[src/rtl/udp_tx_arbiter.sv]
// udp_tx_arbiter: round-robin share of one UDP frame generator among NUM_CH AXI-Stream payload sources
module udp_tx_arbiter #(
  parameter int NUM_CH        = 4,
  parameter int DATA_WIDTH    = 8,
  parameter int PAYLOAD_WIDTH = 11,
  parameter int IFG_CYCLES    = 12
) (
  input  logic                            clk_i,
  input  logic                            rst_i,
  input  logic [NUM_CH*DATA_WIDTH-1:0]    s_axis_tdata_i,
  input  logic [NUM_CH-1:0]               s_axis_tvalid_i,
  input  logic [NUM_CH-1:0]               s_axis_tlast_i,
  output logic [NUM_CH-1:0]               s_axis_tready_o,
  input  logic [NUM_CH*PAYLOAD_WIDTH-1:0] cfg_payload_i,
  input  logic [NUM_CH*16-1:0]            cfg_port_i,
  output logic [DATA_WIDTH-1:0]           m_axis_tdata_o,
  output logic                            m_axis_tvalid_o,
  output logic                            m_axis_tlast_o,
  input  logic                            m_axis_tready_i,
  output logic [PAYLOAD_WIDTH-1:0]        payload_bytes_o,
  output logic [15:0]                     host_port_o,
  input  logic                            tx_en_i,
  output logic [NUM_CH-1:0]               grant_o,
  output logic                            busy_o,
  output logic [NUM_CH-1:0]               err_o
);
  localparam int IW = $clog2(NUM_CH);
  localparam int GW = $clog2(IFG_CYCLES + 1);
  typedef enum logic [2:0] {IDLE, LOAD, SEND, DRAIN, GAP} state_t;
  state_t                   r_state;
  logic [IW-1:0]            r_last, w_idx, w_j;
  logic [NUM_CH-1:0]        r_grant, r_err, w_elig;
  logic [PAYLOAD_WIDTH-1:0] r_payload, r_cnt;
  logic [15:0]              r_port;
  logic [GW-1:0]            r_gap;
  logic                     r_seen, w_found, w_send, w_valid, w_acc, w_final;
  logic [DATA_WIDTH-1:0]    w_data [NUM_CH];
  logic [PAYLOAD_WIDTH-1:0] w_pay  [NUM_CH];
  logic [15:0]              w_port [NUM_CH];
  for (genvar g = 0; g < NUM_CH; g++) begin : g_ch
    assign w_data[g] = s_axis_tdata_i[g*DATA_WIDTH +: DATA_WIDTH];
    assign w_pay[g]  = cfg_payload_i[g*PAYLOAD_WIDTH +: PAYLOAD_WIDTH];
    assign w_port[g] = cfg_port_i[g*16 +: 16];
    assign w_elig[g] = s_axis_tvalid_i[g] & (|w_pay[g]);
  end
  always_comb begin
    w_found = 1'b0;
    w_idx   = '0;
    w_j     = '0;
    for (int i = 1; i <= NUM_CH; i++) begin
      w_j = IW'((int'(r_last) + i) % NUM_CH);
      if (!w_found && w_elig[w_j]) begin
        w_found = 1'b1;
        w_idx   = w_j;
      end
    end
  end
  assign w_send          = r_state == SEND;
  assign w_valid         = w_send & s_axis_tvalid_i[r_last];
  assign w_final         = r_cnt == r_payload - PAYLOAD_WIDTH'(1);
  assign w_acc           = w_valid & m_axis_tready_i;
  assign m_axis_tdata_o  = w_send ? w_data[r_last] : '0;
  assign m_axis_tvalid_o = w_valid;
  assign m_axis_tlast_o  = w_valid & w_final;
  assign s_axis_tready_o = w_send ? r_grant & {NUM_CH{m_axis_tready_i}} : '0;
  assign payload_bytes_o = r_payload;
  assign host_port_o     = r_port;
  assign grant_o         = r_grant;
  assign busy_o          = r_state != IDLE;
  assign err_o           = r_err;
  always_ff @(posedge clk_i) begin
    if (rst_i) begin
      r_state   <= IDLE;
      r_last    <= IW'(NUM_CH - 1);
      r_grant   <= '0;
      r_err     <= '0;
      r_payload <= '0;
      r_port    <= '0;
      r_cnt     <= '0;
      r_gap     <= '0;
      r_seen    <= 1'b0;
    end else begin
      r_err <= (w_acc && (s_axis_tlast_i[r_last] ^ w_final)) ? r_grant : '0;
      case (r_state)
        IDLE: if (w_found) begin
          r_grant <= NUM_CH'(1) << w_idx;
          r_last  <= w_idx;
          r_state <= LOAD;
        end
        LOAD: begin
          r_payload <= w_pay[r_last];
          r_port    <= w_port[r_last];
          r_cnt     <= '0;
          r_seen    <= 1'b0;
          r_state   <= SEND;
        end
        SEND: begin
          r_seen <= r_seen | tx_en_i;
          if (w_acc) begin
            r_cnt <= r_cnt + 1'b1;
            if (w_final) r_state <= DRAIN;
          end
        end
        DRAIN: begin
          r_seen <= r_seen | tx_en_i;
          if (r_seen && !tx_en_i) begin
            r_seen  <= 1'b0;
            r_grant <= '0;
            r_gap   <= '0;
            r_state <= GAP;
          end
        end
        GAP: begin
          r_gap <= r_gap + 1'b1;
          if (int'(r_gap) + 1 >= IFG_CYCLES) r_state <= IDLE;
        end
        default: r_state <= IDLE;
      endcase
    end
  end
endmodule

[config.mk]
export PLATFORM = sky130hd
export DESIGN_NAME = udp_tx_arbiter
export DESIGN_NICKNAME = d
export VERILOG_FILES = /design/src/rtl/udp_tx_arbiter.sv
export SDC_FILE = /design/constraint.sdc
export NUM_CORES = 1
export LEC_CHECK = 0
export CORE_ASPECT_RATIO = 0.6
export CORE_MARGIN = 10
export CORE_UTILIZATION = 53
export CTS_CLUSTER_SIZE = 20
export DETAILED_ROUTE_END_ITERATION = 6
export DONT_BUFFER_PORTS = 1
export MAX_ROUTING_LAYER = met4
export PLACE_DENSITY = 0.66
export SLEW_MARGIN = 20
export SYNTH_ARGS = -nofsm -noshare
export SYNTH_HDL_FRONTEND = slang
export SYNTH_SLANG_ARGS = --single-unit
[constraint.sdc]
create_clock -name clk_i -period 7.21 [get_ports clk_i]
set_clock_uncertainty 0.05 [all_clocks]
set_input_delay 1.0815 -clock clk_i [delete_from_list [all_inputs] [get_ports clk_i]]
set_output_delay 1.0815 -clock clk_i [all_outputs]
set_load 0.05 [all_outputs]
==> impl_metrics.toml <==
[worst_hold_path]
hp-class = "register to register"
whs_path_depth = 2

[timing]
fin_tns_setup_ps = 0
hold_viol = 0
max_freq_mhz = 228
tightest_slew_ps = 848
slew_headroom_pct = 43.4
period_minus_slack_ps = 4390
setup_viol_count_final = 0
post-route-period-util_pct = 60.9
drv_slew = 0
rsz0062_at_grt = "false"

[setup_path]
rr_worst_depth = 8
crit_required_ps = 6080
critPathSlowestCell = "dfxtp_1"
crit_chain = "inv_1, ha_1, xnor2_1, o211ai_1, a2111o_1, nor4_2, and4b_1"
cp.buffers_inverters = 1
startpoint_type = "register"
path_depth = 7
worstSetupPathType = "register to primary output"
crit_family = "flip-flops"
worst_path_largest_cell_delay_ps = 880
crit_arrival_ps = 3260
cp_max_fo = 10
critPathCaptureType = "primary output"

[global_routing]
grt_pass1_wl_microns = 18600
grt_overflow = 0
first_global_vias = 3191
gr-usage-all-layers_pct = 22.0
antenna_found_initial = 0
grt_max_degree = 49

[synthesis]
synth_edf_count = 0
synth_largest_area_cell = "dfxtp_1"
ys.flop_type = "dfxtp_1"
syn_area_sq_um = 3880
avgSynthCellArea_sq_um = 9.17
syn_nets = 579
yosys_warnings = 0
ys_async_sr_fraction_pct = 0
yosysTopAreaCellShare_pct = 28.9
ys_types = 55
synth_area_leaders = "dfxtp_1 29%, mux4_2 21%, nand2_1 7.0%"
ys_seq_area_share_pct = 28.9
ys_ff_latch = 56
netlist_instances = 423

[routing]
drc = 0
wl_met3_microns = 1640
drt_iter0_drc = 304
routed-via-count = 3283
wl_per_cell_microns = 24.5
wl_met2_microns = 5410
drt-met1-wl_microns = 4890
wl_microns = 12200
highest_layer = "met4"
drtAntennaViolNets = 0
first_pass_iters = 5
viasPerCell = 6.62

[die]
ios = 202
die_h_microns = 86.3
fp.dieW_microns = 130
row_count = 24
core-area_sq_um = 7180
fp.dieArea_sq_um = 11300
initial_core_util_pct = 54.1

[placed_design]
gp_congestion = 0.991
place_inst = 489
numPortBuffers = 0
dp_hpwl_microns = 10000
place_area_sq_um = 3910

[outcome]
status = "completed"

[power_and_ir_drop]
p_per_area_nw_per_um2 = 276
switchingPower_mw = 0.458
ir_drop_uv = 170
p_total_mw = 1.12
p_sw_share_pct = 40.9
p_leak_nw = 1.46
sequentialPowerShare_pct = 41.9
internal_power_mw = 0.663
p_comb_share_pct = 35.6
p_clk_share_pct = 22.5

[clock_tree]
cts.repair.resized = 0
cts_tree = "yes"
htreeDepth = 2
hold_buffers = 0
numCtsBuffers = 5
clockBufferDepth = 2
clk_latency_ps = 300
root_buffer = "clkbuf_16"
cts.clk_slew.worst_paths_ps = 70
cts_sinks = 56
cts_post_setup_buffers_inserted = 0

[layout]
layout_common_cells = "72 x nand2_1, 54 x dfxtp_1, 42 x a21oi_1"
drive_gt1_share_pct = 17.3
antenna_cells = 0
final_common_cell = "nand2_1"
area_delta_synth_final_pct = 4.80
num-fill-cells = 623
final_core_util_pct = 56.7
instances_no_fill = 496
final_area_sq_um = 4070
nets = 561

[flow_run]
drv_cap = 0
==> kinds of logic after synthesis <==
kind of cell    synth area share, %
mux                            23.0
fa+ha+maj                      1.29
flops                          28.9
compound gates                 14.5
simple gates                   24.5
xor+xnor                       4.29
buf+inv                        3.55
==> synthesized netlist by cell type, types with 5 or more instances <==
master and count:
nand2_1 72, dfxtp_1 56, a21oi_1 42, mux4_2 36, nor2_1 24, clkbuf_1 19
nand3_1 17, xor2_1 15, and2_1 9, and3_1 9, o21ai_0 8, or3_1 7
inv_1 6, mux2i_1 6, nand4_1 6, nor3_1 6, buf_1 5, nor2b_1 5
==> through the flow <==
| step | setup WS [ps] | hold WS [ps] |
|---|---|---|
| 2_1_floorplan | 3390 | 396 |
| 3_3_place_gp | 3290 | 417 |
| 3_5_place_dp | 3220 | 438 |
| 4_1_cts | 2880 | 459 |
| 5_1_grt | 2740 | 508 |
| 6_report | 2820 | 466 |
==> power groups by stage <==
stage          Combinational, mW  Sequential, mW  Clock [mW]
2_1_floorplan              0.351           0.458           0
3_3_place_gp               0.390           0.475           0
3_5_place_dp               0.398           0.477           0
4_1_cts                    0.399           0.470       0.258
5_1_grt                    0.439           0.476       0.277
6_report                   0.399           0.470       0.252
==> final cells by class <==
class / instances / area [sq um] / area share (%)
clock buffers: 7 / 153 / 3.75
multi-input cells: 332 / 2620 / 64.5
repair buffers: 4 / 30.0 / 0.738
well taps: 91 / 114 / 2.80
inverters: 6 / 22.5 / 0.554
flip-flops and latches: 56 / 1120 / 27.6
==> final timing paths <==
kind | startpoint | to | slack (ps)
worst max register to register | payload_bytes_o[0]$_SDFFE_PP0P_ | r_state[0]$_SDFFE_PP0P_ | 4130
worst max-delay path | payload_bytes_o[0]$_SDFFE_PP0P_ | m_axis_tlast_o | 2820
worst min register to register | r_gap[1]$_SDFFE_PP0P_ | r_gap[1]$_SDFFE_PP0P_ | 470
worst min-delay path | r_gap[1]$_SDFFE_PP0P_ | r_gap[1]$_SDFFE_PP0P_ | 470
==> flip-flops by register name (all words and copies together), names as in the netlist <==
register	cells
err_o	4
host_port_o	16
r_gap	4
r_last	2
grant_o	4
r_state	3
r_cnt	11
r_seen	1
payload_bytes_o	11
==> tightest hold or removal path, cell delays in order, from the launching register on <==
cell     delay [ps]
dfxtp_1         340
nand3_1          70
a21oi_1          60
==> metal layers <==
| layer | vias up | global-route usage [%] |
|---|---|---|
| met5 | - | - |
| met4 | 0 | 5.73 |
| met3 | 19 | 9.76 |
| met2 | 187 | 32.0 |
| met1 | 1537 | 27.3 |
| li1 | 1540 | - |
No activity file was read; power rests on OpenSTA's default activity.
